==> src/rtl/mux_pkg.sv <==
// Shared constants and helpers for the 4-channel round-robin merge block.
package mux_pkg;
  localparam int NUM_CH     = 4;
  localparam int SEL_W      = 2;
  localparam int DATA_W_DEF = 3;

  // Channel after idx, wrapping 3 -> 0 through the natural 2-bit overflow.
  function automatic logic [SEL_W-1:0] next_idx(input logic [SEL_W-1:0] idx);
    return idx + 1'b1;
  endfunction
endpackage

==> src/rtl/rr_arbiter_4.sv <==
// Four-way round-robin arbiter: priority starts at ptr and rotates past the last winner.
module rr_arbiter_4
  import mux_pkg::*;
(
  input  logic              clk,
  input  logic              rst_n,
  input  logic [NUM_CH-1:0] req,
  input  logic              advance,
  output logic [NUM_CH-1:0] grant,
  output logic [SEL_W-1:0]  grant_idx
);

  logic [SEL_W-1:0] ptr_q, ptr_d;
  logic [SEL_W-1:0] cand;
  logic             found;

  always_comb begin
    grant     = '0;
    grant_idx = ptr_q;
    found     = 1'b0;
    cand      = ptr_q;
    for (int k = 0; k < NUM_CH; k++) begin
      cand = ptr_q + SEL_W'(k);
      if (!found && req[cand]) begin
        found       = 1'b1;
        grant_idx   = cand;
        grant[cand] = 1'b1;
      end
    end
  end

  // Pointer only moves when the granted word is actually taken.
  always_comb begin
    ptr_d = ptr_q;
    if (advance && found) ptr_d = next_idx(grant_idx);
  end

  always_ff @(posedge clk or negedge rst_n) begin
    if (!rst_n) ptr_q <= '0;
    else        ptr_q <= ptr_d;
  end

endmodule

==> src/rtl/mux_4to1_rr.sv <==
// Round-robin 4:1 merge of valid/ready channels into one registered output stage.
module mux_4to1_rr
  import mux_pkg::*;
#(
  parameter int DATA_W = DATA_W_DEF
) (
  input  logic                     clk,
  input  logic                     rst_n,
  input  logic [NUM_CH-1:0]        in_valid,
  input  logic [NUM_CH*DATA_W-1:0] in_data,
  output logic [NUM_CH-1:0]        in_ready,
  output logic                     out_valid,
  output logic [DATA_W-1:0]        out_data,
  output logic [SEL_W-1:0]         out_sel,
  input  logic                     out_ready
);

  logic              out_valid_q, out_valid_d;
  logic [DATA_W-1:0] out_data_q,  out_data_d;
  logic [SEL_W-1:0]  out_sel_q,   out_sel_d;
  logic [NUM_CH-1:0] grant;
  logic [SEL_W-1:0]  grant_idx;
  logic              load_en;
  logic              accept;

  rr_arbiter_4 u_arb (
    .clk       (clk),
    .rst_n     (rst_n),
    .req       (in_valid),
    .advance   (accept),
    .grant     (grant),
    .grant_idx (grant_idx)
  );

  // Output register frees up when empty or draining this cycle.
  assign load_en  = !out_valid_q || out_ready;
  assign in_ready = (rst_n && load_en) ? grant : '0;
  assign accept   = |in_ready;

  always_comb begin
    out_valid_d = out_valid_q;
    out_data_d  = out_data_q;
    out_sel_d   = out_sel_q;
    if (accept) begin
      out_valid_d = 1'b1;
      out_data_d  = in_data[int'(grant_idx)*DATA_W +: DATA_W];
      out_sel_d   = grant_idx;
    end else if (load_en) begin
      out_valid_d = 1'b0;
    end
  end

  always_ff @(posedge clk or negedge rst_n) begin
    if (!rst_n) begin
      out_valid_q <= 1'b0;
      out_data_q  <= '0;
      out_sel_q   <= '0;
    end else begin
      out_valid_q <= out_valid_d;
      out_data_q  <= out_data_d;
      out_sel_q   <= out_sel_d;
    end
  end

  assign out_valid = out_valid_q;
  assign out_data  = out_data_q;
  assign out_sel   = out_sel_q;

endmodule

==> config.mk <==
export PLATFORM = sky130hd
export DESIGN_NAME = mux_4to1_rr
export DESIGN_NICKNAME = d
export VERILOG_FILES = /design/src/rtl/mux_pkg.sv /design/src/rtl/rr_arbiter_4.sv /design/src/rtl/mux_4to1_rr.sv
export SDC_FILE = /design/constraint.sdc
export NUM_CORES = 1
export LEC_CHECK = 0
export ABC_AREA = 0
export CAP_MARGIN = 30
export CORE_ASPECT_RATIO = 1.4
export CORE_MARGIN = 2
export CORE_UTILIZATION = 41
export DETAILED_ROUTE_END_ITERATION = 8
export PLACE_DENSITY = 0.76
export SETUP_SLACK_MARGIN = 0.5
export SYNTH_ARGS = -nofsm -noshare
export SYNTH_HDL_FRONTEND = slang
export SYNTH_HIERARCHICAL = 1
export SYNTH_SLANG_ARGS = --single-unit
==> constraint.sdc <==
create_clock -name clk -period 2.9 [get_ports clk]
set_input_delay 0.29 -clock clk [delete_from_list [all_inputs] [get_ports clk]]
set_output_delay 0.29 -clock clk [all_outputs]
set_load 0.01 [all_outputs]
# After elaboration in Yosys (flattened, before gate mapping)
# Cells that the tools add are included.
[word_totals]
output_inout_bits = 10
ff_bits = 8
in_bits = 19
[op_classes]
n_lt_le_gt_ge = 8
n_mul = 1
bitwise_logic = 3
n_addsub = 4
mux = 30
n_shift = 1
reduce_logical = 16
[op_table]
columns = ["op", "n"]
rows = [
  ["$mux W4", 5],
  ["$mux W1", 14],
  ["$lt A2 B3 Y1 const B", 4],
  ["$or A4 B4 Y4", 3],
  ["$shiftx A12 B5 Y3", 1],
  ["$logic_and A1 B1 Y1", 9],
  ["$bmux W1 S2", 4],
  ["$demux W1 S2", 4],
  ["$ge A2 B1 Y1 const B", 4],
  ["$mux W2", 3],
  ["$add A2 B1 Y2 const B", 2],
  ["$add A2 B2 Y2 const B", 2],
  ["$logic_not A1 Y1", 4],
  ["$mul A2 B2 Y4 const B", 1],
  ["$reduce_or A4 Y1", 1],
  ["$reduce_bool A2 Y1", 1],
  ["$logic_or A1 B1 Y1", 1],
]

# Logic depth before layout (Yosys ltp)
[logic_depth]
depth_word = 15
mapped_depth = 15
mapped_depth_nobuf = 13

# By module
# Netlist, hierarchy kept.
[by_module_without_submodules]
columns = ["module", "cells_per_inst", "n_inst", "area_per_inst_um2"]
rows = [
  ["rr_arbiter_4", 55, 1, 526.8],
  ["mux_4to1_rr", 23, 1, 342.8],
]

# Worst setup path after synthesis
# No wires, ideal clock.
[synth_timing]
kind = "flip-flop to flip-flop"
startpoint = "register u_arb.ptr_q[0]"
endpoint = "register out_data_q[0] (netlist: out_data[0])"
setup_time_ps = 125
t_arrival_ps = 2982
period_less_slack_ps = 3106
setup_slack_ps = -206
stages_incl_launch_ff = 12
cell_sequence = "dfrtp_1 > buf_6 > inv_1 > ha_1 > mux4_1 > buf_6 > a22oi_1 > nor2_1 > a221o_1 > or4_4 > nand3_4 > mux2_2"
[synth_between]
elab_chain_len = 14
[synth_rtl]
columns = ["item", "line_no", "rtl"]
rows = [
  ["start, declared", "rr_arbiter_4.sv:13", "logic [SEL_W-1:0] ptr_q, ptr_d;"],
  ["start signal, assigned", "rr_arbiter_4.sv:40", "else ptr_q <= ptr_d;"],
  ["branches (longest 11 deep; another with $lt A2 B3 Y1)", "--", ""],
  ["$mux W4 (*)", "rr_arbiter_4.sv:24", "if (!found && req[cand]) begin"],
  ["net grant[2]", "mux_4to1_rr.sv:21", "logic [NUM_CH-1:0] grant;"],
  ["$mux W4 (*)", "mux_4to1_rr.sv:37", "assign in_ready = (rst_n && load_en) ? grant : '0;"],
  ["$reduce_or A4 Y1 (*)", "mux_4to1_rr.sv:38", "assign accept = |in_ready;"],
  ["end signal, assigned", "mux_4to1_rr.sv:60", "out_data_q <= out_data_d;"],
  ["end, declared", "mux_4to1_rr.sv:19", "logic [DATA_W-1:0] out_data_q, out_data_d;"],
]
# Mark *: on every way through the listed nets, which the timed path passes. The select of a mux whose other input is x is not followed.
# A chain may end at the register's enable or synchronous reset.

# Worst setup path after layout
[layout_timing]
startpoint = "register u_arb.ptr_q[0]"
endpoint = "register out_data_q[1] (netlist: out_data[1])"
# The elaborated chain is that of the path after synthesis.

==> results.txt <==
The total power of the final layout is 1.96 mW. The setup-violating endpoint count in the final report came out at 5. The final worst slack came out at -27.6 ps.

Dividing the detail-routed wire length by the instance count gives 16.2 um. The number of top-level pins came out at 29. The library cells used most frequently in the layout, excluding fill and tap cells, are 25 x sky130_fd_sc_hd__buf_4, 24 x sky130_fd_sc_hd__clkdlybuf4s50_1, 7 x sky130_fd_sc_hd__mux4_2, 7 x sky130_fd_sc_hd__dfrtp_1, 6 x sky130_fd_sc_hd__nor2_1. The cell count after placement is 143. Along the worst path, the maximum fanout reaches 7. The net load switching power came out at 0.791 mW.

The placed wire-length estimate after detailed placement came out at 1860 um. The worst-case IR drop observed on VDD is 0.774 mV. The area of the die is 2510 sq um.

The maximum number of pins on one net before global-route repair is 14. The tightest min-delay check is of the in2async type. TritonCTS built the clock tree.

The antenna diode count came out at 0. Power spread over the standard cell area amounts to 1370 nW/um^2. The timing-limited maximum frequency is 342 MHz. The multi-input combinational cells in the finished layout cover a total of 691 sq um. Per report_power, the clock group accounts for 4.6% of the total. The flop-to-flop setup slack is -30 ps. Sequential elements use 23.0% of the synthesized area.

The clock insertion delay at the later pin of the skew report came out at 260 ps. The y dimension of the die is 58.5 um. The total via count after detailed routing came out at 872. The clock tree skew after final layout is 1.93 ps. The clock slew at the register clock pins of the worst setup and hold paths came out at 60 ps. The number of enable-type register cells in the synthesized netlist came out at 0. The time the worst path needs with I/O delays and setup came out at 2930 ps. The layout has 152 filler cells. Clock tree synthesis inserted a total of 3 buffers. The transition time at the pin with the least slew margin came out at 280 ps. Internal power comes to 1.17 mW. The final total negative setup slack came out at -111 ps. Synthesis handed over a netlist of 78 instances. STA classifies the critical path startpoint as a register.

The number of max-cap violations came out at 0. The count of TritonRoute iterations in the first routing pass came out at 4. The number of levels in the clock H-tree came out at 1.

The post-synthesis to final-layout area growth came out at 64.3%. The number of warning messages in the yosys log is 6. The clock sink count came out at 8. The portion of the clock cycle consumed by the worst path in the final layout came out at 101%.

The area taken by flip-flops and latches came out at 201 sq um. The floorplan row count is 19. The worst setup path is captured at a register. Dividing the detail-routed via count by the number of cells gives 5.70. For this run, asynchronously set or reset flops after synthesis account for 100%. Input and output buffers added on the ports amount to 28. In the global route stage, overall resource usage came out at 21.6%.

The worst setup path is of the reg2reg kind. The total area inside the core boundary comes to 1970 sq um. After the flow finishes, the layout carries non-filler instances totaling 153. The summed instance area of the synthesized netlist came out at 870 sq um. For this run, the leading register cell type out of synthesis is sky130_fd_sc_hd__dfrtp_1. The register bit count reported by yosys came out at 8.

The effective utilization at floorplan is 44.1%. The leakage power of the design is 0.640 nW. The cell sitting at the root of the clock tree is a sky130_fd_sc_hd__clkbuf_4. The number of buffers and inverters on the critical path is 3. In the routed design, unresolved DRC markers number 0.

Setup repair after global routing could not meet its margin everywhere. The combinational cell fraction of total power came out at 84.0%. The portion of total power attributed to sequential cells came out at 11.4%. When the netlist entered floorplanning its net count stood at 103. The initial antenna violation count is 0. Summed over all layers, the global routing overflow is 0.

The number of slew-limit violations in the final report is 0. The cell type of the slowest stage on the worst timing path is sky130_fd_sc_hd__or4_4. The worst pin sits at a relative slew slack of 81.1%.

Prior to clock tree synthesis, the placed netlist has a worst setup slack of -193 ps. For this run, the post-layout net count is 159. The via count of the first global-routing pass is 870. The library cell used most frequently in the layout, excluding fill and tap cells, is sky130_fd_sc_hd__buf_4. The die width came out at 42.9 um. In this design, the stage delay of the slowest critical-path cell is 550 ps. The violation count after the first detailed-route iteration is 27. The final hold violation count was 0. The number of distinct standard cells referenced by the synthesized netlist is 29.

The fraction of final layout cells sized beyond drive strength 1 is 47.0%. The checks that failed: setup timing. The flow ran to the end, but the final reports show violations. The post-detailed-routing wire length is 2480 um. The share of total power consumed by net switching came out at 40.3%. The number of buffers on the longest clock path came out at 2. The arrival time at the worst endpoint is 3080 ps. The wire length of the first global-routing pass came out at 4090 um. The data required time of the critical path came out at 3050 ps. The count of antenna-violating nets left after detailed routing is 0.

The average instance in the mapped netlist occupies 11.1 sq um. Among cell families on the critical path, the largest total delay comes from simple AND/OR/NAND/NOR gates. Traced cell by cell, the critical path runs through inv_4 -> ha_4 -> mux4_2 -> nor4b_4 -> buf_4 -> buf_6 -> a221o_1 -> or4_4 -> nand3_4 -> mux2_4.

The routability congestion estimate from global placement is 0.835.
## synth_stat cells (all sizes together) (2+ instances only)
library cell / count / area share [%]
a221o: 4 / 4.6
a22oi: 5 / 4.3
and3: 4 / 3.0
buf: 3 / 3.2
dfrtp: 8 / 23
ha: 6 / 8.6
inv: 4 / 1.7
mux2: 6 / 7.8
mux2i: 2 / 2.3
mux4: 7 / 19
nand2: 3 / 1.3
nor2: 7 / 3.0
o21ai: 3 / 1.7
xnor2: 4 / 4.0
## power groups by stage
| stage | Clock, mW | Combinational [mW] | Sequential (mW) |
|---|---|---|---|
| after CTS | 0.0888 | 1.56 | 0.227 |
| final | 0.0905 | 1.65 | 0.223 |
| after global placement | 0 | 1.47 | 0.225 |
| after floorplan | 0 | 1.01 | 0.237 |
| after detailed placement | 0 | 1.51 | 0.223 |
| after global routing | 0.0994 | 1.77 | 0.230 |
## kinds of logic after synthesis
| family | synth area share (%) |
|---|---|
| fa+ha+maj | 8.63 |
| compound gates | 15.4 |
| mux | 28.6 |
| simple gates | 15.0 |
| flops | 23.0 |
| buf+inv | 5.32 |
| xor+xnor | 4.03 |
## registers in the layout, summed over array words and instances (netlist names)
| name | cells |
|---|---|
| out_valid | 1 |
| out_sel | 2 |
| out_data | 3 |
| u_arb/ptr_q | 2 |
## path summary, 6_finish.rpt
check	endpoint	startpoint	cells after the start
worst min register to register	out_data[2]$_DFFE_PN0P_	out_data[2]$_DFFE_PN0P_	1
max in group asynchronous	u_arb/ptr_q[0]$_DFFE_PN0P_	rst_n	2
worst max register to register	out_data[1]$_DFFE_PN0P_	u_arb/ptr_q[0]$_DFFE_PN0P_	10
worst min-delay path	out_data[1]$_DFFE_PN0P_	rst_n	2
worst max-delay path	out_data[1]$_DFFE_PN0P_	u_arb/ptr_q[0]$_DFFE_PN0P_	10
min in group clk	out_data[2]$_DFFE_PN0P_	out_data[2]$_DFFE_PN0P_	1
## layout make-up
| type | instances | area share [%] |
|---|---|---|
| multi-input cells | 62 | 48.3 |
| repair buffers | 55 | 32.9 |
| clock buffers | 3 | 1.58 |
| well taps | 21 | 1.84 |
| inverters | 4 | 1.23 |
| flip-flops and latches | 8 | 14.1 |
## through the flow
step / util [%] / instance area, sq um / hold slack, ps
after global routing: 72.4 / 1430 / 324
final: 72.4 / 1430 / 328
after floorplan: - / 916 / -5.59
after global placement: 67.9 / 1340 / 499
after detailed placement: 67.9 / 1340 / 497
after CTS: 70.5 / 1390 / 339
## metal layers
layer	track usage, %	vias to the layer above	routed length [um]
li1	-	415	-
met1	24.7	431	960
met2	39.6	21	1370
met3	2.76	5	73
met4	9.38	0	72
met5	0	-	0
## repair_timing
item / in CTS / in global routing
setup endpoints to repair: 12 / 12
buffers inserted: 3 / 4
pin swaps: 12 / 6
hold buffers: 0 / 0
gates resized for setup: 23 / 2
hold endpoints to repair: 0 / 0
(Power assumes the default switching activity.)
